**config.mk**
```make
export PLATFORM = sky130hd
export DESIGN_NAME = jtag_tap_ctrl
export DESIGN_NICKNAME = d
export VERILOG_FILES = /design/src/rtl/jtag_tap_ctrl.sv
export SDC_FILE = /design/constraint.sdc
export NUM_CORES = 1
export LEC_CHECK = 0
export ABC_AREA = 1
export CAP_MARGIN = 20
export CORE_MARGIN = 2
export CORE_UTILIZATION = 35
export DETAILED_ROUTE_END_ITERATION = 16
export PLACE_DENSITY = 0.55
export SYNTH_ARGS = -nofsm -noshare
export SYNTH_HDL_FRONTEND = slang
export SYNTH_SLANG_ARGS = --single-unit
```
**constraint.sdc**
```tcl
create_clock -name tck_i -period 3.4 [get_ports tck_i]
set_input_delay 0.51 -clock tck_i [delete_from_list [all_inputs] [get_ports tck_i]]
set_output_delay 0.51 -clock tck_i [all_outputs]
set_load 0.02 [all_outputs]
```
**src/rtl/jtag_tap_ctrl.sv**
```systemverilog
// IEEE 1149.1 TAP controller with instruction register, IDCODE and BYPASS registers,
// DR-phase strobes, instruction selects and the TDO output mux.
module jtag_tap_ctrl #(
  parameter int          IR_LEN     = 4,
  parameter logic [31:0] IDCODE_VAL = 32'h1180_0001
) (
  input  logic tck_i,
  input  logic test_logic_reset_i,
  input  logic tms_i,
  input  logic tdi_i,
  output logic tdo_o,
  output logic tdo_oe_o,
  output logic tlr_o,
  output logic capture_dr_o,
  output logic shift_dr_o,
  output logic pause_dr_o,
  output logic update_dr_o,
  output logic extest_select_o,
  output logic sample_preload_select_o,
  output logic mbist_select_o,
  output logic debug_select_o,
  output logic tdi_o,
  input  logic bs_chain_so_i,
  input  logic debug_so_i,
  input  logic mbist_so_i
);

  // One-hot encoding: each DR strobe is a single flop bit, so it cannot glitch.
  typedef enum logic [15:0] {
    S_TLR     = 16'h0001,
    S_RTI     = 16'h0002,
    S_SELDR   = 16'h0004,
    S_CAPDR   = 16'h0008,
    S_SHIFTDR = 16'h0010,
    S_EXIT1DR = 16'h0020,
    S_PAUSEDR = 16'h0040,
    S_EXIT2DR = 16'h0080,
    S_UPDDR   = 16'h0100,
    S_SELIR   = 16'h0200,
    S_CAPIR   = 16'h0400,
    S_SHIFTIR = 16'h0800,
    S_EXIT1IR = 16'h1000,
    S_PAUSEIR = 16'h2000,
    S_EXIT2IR = 16'h4000,
    S_UPDIR   = 16'h8000
  } tap_state_e;

  localparam logic [IR_LEN-1:0] IR_EXTEST  = IR_LEN'(4'h0);
  localparam logic [IR_LEN-1:0] IR_SAMPLE  = IR_LEN'(4'h1);
  localparam logic [IR_LEN-1:0] IR_IDCODE  = IR_LEN'(4'h2);
  localparam logic [IR_LEN-1:0] IR_DEBUG   = IR_LEN'(4'h8);
  localparam logic [IR_LEN-1:0] IR_MBIST   = IR_LEN'(4'h9);
  localparam logic [IR_LEN-1:0] IR_CAPTURE = IR_LEN'(4'h1);

  tap_state_e        r_state;
  tap_state_e        w_next_state;
  logic              r_tlr;
  logic [IR_LEN-1:0] r_ir_shift;
  logic [IR_LEN-1:0] r_ir_active;
  logic [31:0]       r_idcode;
  logic              r_bypass;
  logic              r_tdo;
  logic              r_tdo_oe;
  logic              w_dr_so;

  // NOTE: every combinational output gets a default first so no path can infer a latch.
  always_comb begin
    w_next_state = S_TLR;
    case (r_state)
      S_TLR:     w_next_state = tms_i ? S_TLR     : S_RTI;
      S_RTI:     w_next_state = tms_i ? S_SELDR   : S_RTI;
      S_SELDR:   w_next_state = tms_i ? S_SELIR   : S_CAPDR;
      S_CAPDR:   w_next_state = tms_i ? S_EXIT1DR : S_SHIFTDR;
      S_SHIFTDR: w_next_state = tms_i ? S_EXIT1DR : S_SHIFTDR;
      S_EXIT1DR: w_next_state = tms_i ? S_UPDDR   : S_PAUSEDR;
      S_PAUSEDR: w_next_state = tms_i ? S_EXIT2DR : S_PAUSEDR;
      S_EXIT2DR: w_next_state = tms_i ? S_UPDDR   : S_SHIFTDR;
      S_UPDDR:   w_next_state = tms_i ? S_SELDR   : S_RTI;
      S_SELIR:   w_next_state = tms_i ? S_TLR     : S_CAPIR;
      S_CAPIR:   w_next_state = tms_i ? S_EXIT1IR : S_SHIFTIR;
      S_SHIFTIR: w_next_state = tms_i ? S_EXIT1IR : S_SHIFTIR;
      S_EXIT1IR: w_next_state = tms_i ? S_UPDIR   : S_PAUSEIR;
      S_PAUSEIR: w_next_state = tms_i ? S_EXIT2IR : S_PAUSEIR;
      S_EXIT2IR: w_next_state = tms_i ? S_UPDIR   : S_SHIFTIR;
      S_UPDIR:   w_next_state = tms_i ? S_SELDR   : S_RTI;
      default:   w_next_state = S_TLR;
    endcase
  end

  // NOTE: clocked state uses non-blocking assignments so every flop samples pre-edge values.
  always_ff @(posedge tck_i or posedge test_logic_reset_i) begin
    if (test_logic_reset_i) begin
      r_state <= S_TLR;
      r_tlr   <= 1'b1;
    end else begin
      r_state <= w_next_state;
      r_tlr   <= (w_next_state == S_TLR);
    end
  end

  // Forcing IDCODE on entry to TLR keeps it loaded for the whole stay in TLR.
  always_ff @(posedge tck_i or posedge test_logic_reset_i) begin
    if (test_logic_reset_i) begin
      r_ir_shift  <= IR_CAPTURE;
      r_ir_active <= IR_IDCODE;
    end else begin
      if (r_state == S_CAPIR)        r_ir_shift <= IR_CAPTURE;
      else if (r_state == S_SHIFTIR) r_ir_shift <= {tdi_i, r_ir_shift[IR_LEN-1:1]};

      if (w_next_state == S_TLR)     r_ir_active <= IR_IDCODE;
      else if (r_state == S_UPDIR)   r_ir_active <= r_ir_shift;
    end
  end

  // NOTE: only these few control/data flops take the async reset; there are no memories here.
  always_ff @(posedge tck_i or posedge test_logic_reset_i) begin
    if (test_logic_reset_i) begin
      r_idcode <= IDCODE_VAL;
      r_bypass <= 1'b0;
    end else if (r_state == S_CAPDR) begin
      r_idcode <= IDCODE_VAL;
      r_bypass <= 1'b0;
    end else if (r_state == S_SHIFTDR) begin
      r_bypass <= tdi_i;
      if (r_ir_active == IR_IDCODE) r_idcode <= {tdi_i, r_idcode[31:1]};
    end
  end

  always_comb begin
    w_dr_so = r_bypass;
    case (r_ir_active)
      IR_EXTEST, IR_SAMPLE: w_dr_so = bs_chain_so_i;
      IR_IDCODE:            w_dr_so = r_idcode[0];
      IR_DEBUG:             w_dr_so = debug_so_i;
      IR_MBIST:             w_dr_so = mbist_so_i;
      default:              w_dr_so = r_bypass;
    endcase
  end

  // TDO changes on the falling edge so the tester samples it cleanly on the next rise.
  always_ff @(negedge tck_i or posedge test_logic_reset_i) begin
    if (test_logic_reset_i) begin
      r_tdo    <= 1'b0;
      r_tdo_oe <= 1'b0;
    end else begin
      r_tdo_oe <= (r_state == S_SHIFTDR) || (r_state == S_SHIFTIR);
      if (r_state == S_SHIFTIR)      r_tdo <= r_ir_shift[0];
      else if (r_state == S_SHIFTDR) r_tdo <= w_dr_so;
      else                           r_tdo <= 1'b0;
    end
  end

  assign tdo_o                   = r_tdo;
  assign tdo_oe_o                = r_tdo_oe;
  assign tlr_o                   = r_tlr;
  assign capture_dr_o            = r_state[3];
  assign shift_dr_o              = r_state[4];
  assign pause_dr_o              = r_state[6];
  assign update_dr_o             = r_state[8];
  assign extest_select_o         = (r_ir_active == IR_EXTEST);
  assign sample_preload_select_o = (r_ir_active == IR_SAMPLE);
  assign mbist_select_o          = (r_ir_active == IR_MBIST);
  assign debug_select_o          = (r_ir_active == IR_DEBUG);
  assign tdi_o                   = tdi_i;

endmodule
```
======== Yosys cells after proc, flatten, opt, wreduce, memory -nomap -nowiden ========
Cells that the tools add are included.
cells by class
  reduce and logical (&&, ||, !) cells .... 11
  multiplexer cells ....................... 25
  equality and inequality tests ........... 21
operators with widths
  operator                number
  $pmux W16 S12           1
  $mux W32                3
  $eq A16 B1 Y1 const B   2
  $mux W16                2
  $mux W9                 2
  $eq A16 B10 Y1 const B  1
  $eq A16 B11 Y1 const B  1
  $eq A16 B12 Y1 const B  1
  $eq A16 B13 Y1 const B  1
  $eq A16 B14 Y1 const B  1
  $eq A16 B15 Y1 const B  1
  $eq A16 B16 Y1 const B  1
  $eq A16 B2 Y1 const B   1
  $eq A16 B3 Y1 const B   1
  $eq A16 B4 Y1 const B   1
  $eq A16 B5 Y1 const B   1
  $eq A16 B6 Y1 const B   1
  $eq A16 B7 Y1 const B   1
  $eq A16 B8 Y1 const B   1
  $eq A16 B9 Y1 const B   1
  $mux W4                 4
  $mux W15                1
  $mux W13                1
  $mux W11                1
  16 further kinds        25
word-level totals
  logic and storage cells ................. 65
  output and inout bits ................... 12
  bits of input ports ..................... 7
  register bits after elaboration ......... 60

======== Longest topological paths before layout ========
Gate-level depths: netlist of the first run.
  word-level depth ........................ 5
  gate-level depth with buffers ........... 10
  depth with buffers taken out ............ 10

==> key figures, run 1 <==
Outcome
  – Run status: finished, final reports clean

Floorplanning
  – Initial core utilization: 0.364
  – Core footprint: approximately 8000 µm²
  – Die X: 94.1 µm
  – Die Y: 94.1 µm
  – Die area: 8850 µm²
  – FP Rows: 32
  – # IOs: 19

Setup path
  – Cell family with most CP delay: flip-flops
  – CP max stage delay: 380 ps
  – Worst r2r src: r_ir_active[1]
  – CP max stage cell: dfrtn_1
  – CP Class: reg2out
  – Worst R2R End: tdo_o
  – Worst EP required: roughly 2900 ps
  – Critical path data arrival time: 2720 ps
  – CP Launch Point: tdo_o
  – FF-to-FF setup slack: around 350 ps
  – CP Max Fanout: 1
  – Critical Path End Type: output pin
  – Cells on worst reg2reg path: 9
  – Bufs and invs on worst path: 1
  – Startpoint type of the worst setup path: flop
  – CP Cell Sequence: dlygate4sd2_1

Cells and area
  – Footprint of the multi-input gates: 976 µm²
  – Layout cell share with drive strength beyond 1: 0.175
  – ANT cells: 0
  – Area growth syn-to-layout: 15.5%
  – Final #Nets: 345
  – Final core occ: 0.421
  – Sequential Area: between 1500 and 2000 µm²
  – Fin cells: 445
  – Filler cells: 786

STA
  – Skew final: 12.2 ps
  – Setup violators final: 0
  – Slew @ Worst Pin: 567 ps
  – Sum of negative setup slack: 0 ps
  – Max Slew Vio Count: 0
  – Normalized max-slew margin: 0.620
  – Fin. Hold Viols: 0
  – RSZ-0062 raised after global routing: no

Synthesis
  – Number of flops mapped to enable cells by yosys: 0
  – Syn_nets: 322
  – Area contributors post-synth: dfrtp_1, inv_1, dfstp_2, o22ai_1, nand2_1
  – Syn avg cell area: 9.02 µm²
  – Post-synthesis cell type count: 35
  – Mapped cell area: between 2000 and 3000 µm²
  – Yosys reg bits: 60
  – Warnings from Yosys: 0
  – Top-area cell type share of the netlist area: 0.440
  – Yosys top cell by area: dfrtp_1
  – Synth Flop Type: dfrtp_1
  – Synth async-reset ratio: 1.00
  – Gate Count Post-Synth: between 300 and 400
  – Sequential share of the synthesized area: 0.532

Routing
  – Antenna Violating Nets Remaining: 0
  – DRT Pass-1 Iters: 4
  – Drt via density: 4.70
  – Drt wl/cell: 12.0 µm
  – Routed WL: 5340 µm
  – Via count: around 2100
  – # DRC: 0
  – Starting DRT DRC Count: 98

Clock network
  – Post-CTS Setup Inserts: 0
  – Root buf cell: clkbuf_8
  – Cts hold-fix bufs: 0
  – Clock-pin slew on the worst setup and hold paths: 70 ps
  – CTS tree: done
  – H-tree depth: 3
  – Post_cts resized: 2
  – Clock Tree Buf Depth: 2
  – Worst skew pair latency: 330 ps
  – Clock sinks: 60
  – Clock buffer count from CTS: 9

Global routing
  – First-pass GRT wire length: a little over 9000 µm
  – M1 GR Usage: 0.184
  – Grt met2 use: 0.201
  – GRT Residual Overflow: 0
  – Pin count of the biggest net entering global routing: 40
  – GRT Util Overall: 0.137
  – Most Used Layer, Global Route: met2
  – Initial antenna violation count: 0
  – Met3 global-route usage: 0.0409
  – Vias in the first global route: 1979

Pwr
  – Leak: 1.55 nW
  – Peak supply drop: 0.209 mV
  – Total power draw: 1.77 mW
  – Pwr/cell area: 539 nW/µm²

Job
  – Max Cap Viol: 0

Placement
  – Input/output buffers: 18
  – Placed Cells: 429
  – Global placement routability congestion: 0.848
  – Post-DP HPWL: between 3000 and 4000 µm

Min path
  – Min-delay worst type: in2async
==> cells in the mapped netlist (2+ instances only) <==
library cell and number:
nand2_2 2, nor2_4 4, a21oi_1 11, nor2_1 28, buf_8 2, o21ai_0 11
and2_1 2, nand3_2 4, dfstp_2 8, inv_1 63, dfrtp_1 50, buf_6 4
dfrtn_1 2, buf_2 2, nor3_1 5, inv_2 4, nand2_1 37, nand2_4 3
nor3b_1 2, nand3_1 17, a22oi_1 3, o22ai_1 26, nand4_1 4, nor2_2 10
==> registers in the layout (all words and copies together) (netlist names) <==
name and count:
tdo_oe_o 1, tdo_o 1, r_idcode 32, tlr_o 1, r_ir_shift 4, r_bypass 1
r_state 16, r_ir_active 4
==> where the power goes <==
part	total, mW	switching [mW]	internal, mW
clock network	0.641	0.301	0.340
logic	0.328	0.218	0.110
registers	0.801	0.0245	0.777
==> cell type report <==
class / instances / share of cell area
Inverter: 68 / 0.0796
Timing Repair Buffer: 22 / 0.0633
Multi-Input combinational cell: 177 / 0.297
Tap cell: 102 / 0.0389
Clock buffer: 9 / 0.0377
Clock inverter: 7 / 0.0229
Sequential cell: 60 / 0.460
==> cells by family after synthesis <==
| kind of cell | after synthesis | share of synthesized area |
|---|---|---|
| flops | 60 | 0.532 |
| simple gates | 124 | 0.235 |
| buf+inv | 78 | 0.125 |
| compound gates | 53 | 0.108 |
==> metal layers <==
metal / vias up / wire length (µm)
met4: 0 / 118
met1: 988 / 2710
met2: 44 / 2270
met3: 13 / 240
li1: 1046 / -
met5: - / 0
==> metrics by stage <==
step | setup slack [ps] | hold slack [ps] | area (µm²)
global route | 115 | 473 | 3280
CTS | 153 | 478 | 3280
floorplan | 226 | 454 | 2850
detailed placement | 218 | 483 | 3090
global placement | 217 | 473 | 3090
finish | 169 | 472 | 3280
==> how the worst max path moves through the flow <==
stage            end  cells past startpoint
2_1_floorplan  tdo_o                      7
3_3_place_gp   tdo_o                      7
3_5_place_dp   tdo_o                      7
4_1_cts        tdo_o                      1
5_1_grt        tdo_o                      1
6_report       tdo_o                      1
==> layout by cell type (no fill, tap or decap), types with 2 or more instances in the layout <==
master / netlist / final
buf_4: 1 / 4
nor2_4: 4 / 4
nand3_1: 17 / 17
inv_2: 4 / 4
dfrtn_1: 2 / 2
nor3b_1: 2 / 2
nand3_2: 4 / 4
clkinvlp_4: 0 / 4
nand2_1: 37 / 37
o22ai_1: 26 / 26
nand2_2: 2 / 2
a21oi_1: 11 / 11
clkbuf_8: 0 / 9
a22oi_1: 3 / 3
nand4_1: 4 / 4
inv_1: 63 / 62
dlygate4sd2_1: 0 / 2
and2_1: 2 / 2
dfrtp_1: 50 / 50
clkdlybuf4s50_1: 0 / 16
nor2_1: 28 / 28
nor2_2: 10 / 10
nand2_4: 3 / 3
dfstp_2: 8 / 8
o21ai_0: 11 / 11
nor3_1: 5 / 5
Note: power is estimated with default switching activity, not from simulation.
==> inputs of run 2 (changes only) <==
Settings changed: CORE_UTILIZATION 35 to 60, CTS_BUF_LIST set to sky130_fd_sc_hd__clkbuf_4, GPL_ROUTABILITY_DRIVEN set to 0, PLACE_DENSITY 0.55 to 0.84.
==> run 2 against run 1 <==
  * First-iteration DRC count up 41%
  * Core utilization grew 25 points
  * Sequential share of layout area up 2.4 points
  * Wire length is 4.8% lower
  * Clock-buffer cell count increased by 2
  * Design area down 4.9%
  * Critical path type unchanged
  * Largest cell class unchanged
  * Largest power group unchanged
==> key figures, run 2 (synthesis gave the netlist of run 1 again) <==
Outcome
  – Run status: finished, final reports clean

Clock network
  – Clock sinks: 60
  – H-tree depth: 3
  – Root buf cell: clkbuf_4
  – Clock-pin slew on the worst setup and hold paths: 90 ps
  – Clock buffer count from CTS: 9
  – Clock Tree Buf Depth: 2
  – Post-CTS Setup Inserts: 0
  – Worst skew pair latency: 400 ps
  – CTS tree: done

STA
  – Slew @ Worst Pin: 701 ps
  – RSZ-0062 raised after global routing: no
  – Fin. Hold Viols: 0
  – Sum of negative setup slack: 0 ps
  – Skew final: 33.6 ps
  – Setup violators final: 0
  – Normalized max-slew margin: 0.533
  – Max Slew Vio Count: 0

Setup path
  – Cell family with most CP delay: flip-flops
  – CP max stage delay: about 380 ps
  – Bufs and invs on worst path: 1
  – CP Cell Sequence: dlygate4sd2_1
  – Critical path data arrival time: 2770 ps
  – CP Max Fanout: 1
  – Worst EP required: 2890 ps
  – Startpoint type of the worst setup path: flop
  – CP Class: reg2out
  – Critical Path End Type: output pin
  – CP max stage cell: dfrtn_1

Global routing
  – GRT Residual Overflow: 0
  – GRT Util Overall: 0.216
  – Pin count of the biggest net entering global routing: around 60
  – First-pass GRT wire length: slightly below 9000 µm
  – Initial antenna violation count: 0
  – Vias in the first global route: 2016

Job
  – Max Cap Viol: 0

Floorplanning
  – FP Rows: 25
  – Initial core utilization: 0.614
  – Die Y: around 73 µm
  – Core footprint: about 4600 µm²
  – Die area: 5300 µm²
  – # IOs: 19
  – Die X: 72.8 µm

Pwr
  – Leak: ~1.5 nW
  – Peak supply drop: 0.344 mV
  – Pwr/cell area: 491 nW/µm²

Min path
  – Min-delay worst type: reg2reg

Cells and area
  – ANT cells: 0
  – Area growth syn-to-layout: 9.86%
  – Final core occ: 0.674
  – Footprint of the multi-input gates: slightly below 1000 µm²
  – Commonest cells after routing, fill and taps aside: inv_1, dfrtp_1, nand2_1
  – Filler cells: 363
  – Max FFs per register: 32
  – Layout cell share with drive strength beyond 1: 0.170
  – Sequential Area: 1510 µm²
  – Commonest non-fill, non-tap cell in the layout: inv_1
  – Final #Nets: roughly 340
  – Largest regs: r_idcode (32), r_state (16)
  – Largest Register: r_idcode

Routing
  – Antenna Violating Nets Remaining: 0
  – # DRC: 0
  – Drt wl/cell: 12.9 µm
  – Drt via density: approximately 5.2
  – DRT Pass-1 Iters: 4
  – Starting DRT DRC Count: 138
  – Routed WL: 5080 µm
  – Via count: 2057

Placement
  – Input/output buffers: 18
  – Post-DP HPWL: 3490 µm
[run 2: cell count changes in the layout (fill, tap and decap cells not counted), sizes merged]
| cell | change |
|---|---|
| bufinv | -1 |
| clkbuf | +2 |
| buf | -2 |
| clkinvlp | -1 |
| inv | -1 |
| clkinv | +1 |
[run 2: cell type report]
cell class              count  share of cell area
well taps                  54              0.0216
multi-input cells         177               0.313
inverters                  68              0.0838
repair buffers             20              0.0617
flip-flops and latches     60               0.484
clock buffers              11              0.0265
clock inverters             5             0.00962
[run 2: routing by layer]
metal  up-vias  part of all wire  GRT usage
li1       1049                 -          -
met3         4             0.041     0.0456
met1       961              0.48      0.290
met2        43              0.47      0.328
met5         -                 0          0
met4         0            0.0061      0.119
[run 2: repair_timing]
item,4_1_cts,5_1_grt
resized for setup,2,0
hold buffers,0,0
setup endpoints to repair,2,0
[run 2: path summary, 6_finish.rpt]
path                               startpoint      endpoint  slack (ps)  cells past startpoint
max                                     tdo_o         tdo_o         120                      1
min                              r_idcode[28]  r_idcode[28]         490                      2
max reg2reg                        r_state[6]         tdo_o         280                      6
min reg2reg                      r_idcode[28]  r_idcode[28]         490                      2
max in group asynchronous  test_logic_reset_i      tdo_oe_o        1290                      2
min in group asynchronous  test_logic_reset_i  r_idcode[14]         760                      3
[run 2: power breakdown]
part | switching (mW) | total (mW) | internal [mW]
Clock | 0.247 | 0.410 | 0.163
Combinational | 0.219 | 0.320 | 0.100
Sequential | 0.0255 | 0.802 | 0.777
[run 2: through the flow]
step                cells  setup WS [ps]  power (mW)  cell area (µm²)  hold slack, ps
floorplan             315            226        1.06             2850             454
global placement      379            218        1.12             3010             472
detailed placement    379            197        1.13             3010             478
CTS                   395            115        1.54             3120             494
global route          395           89.3        1.62             3120             525
finish                395            124        1.53             3120             492
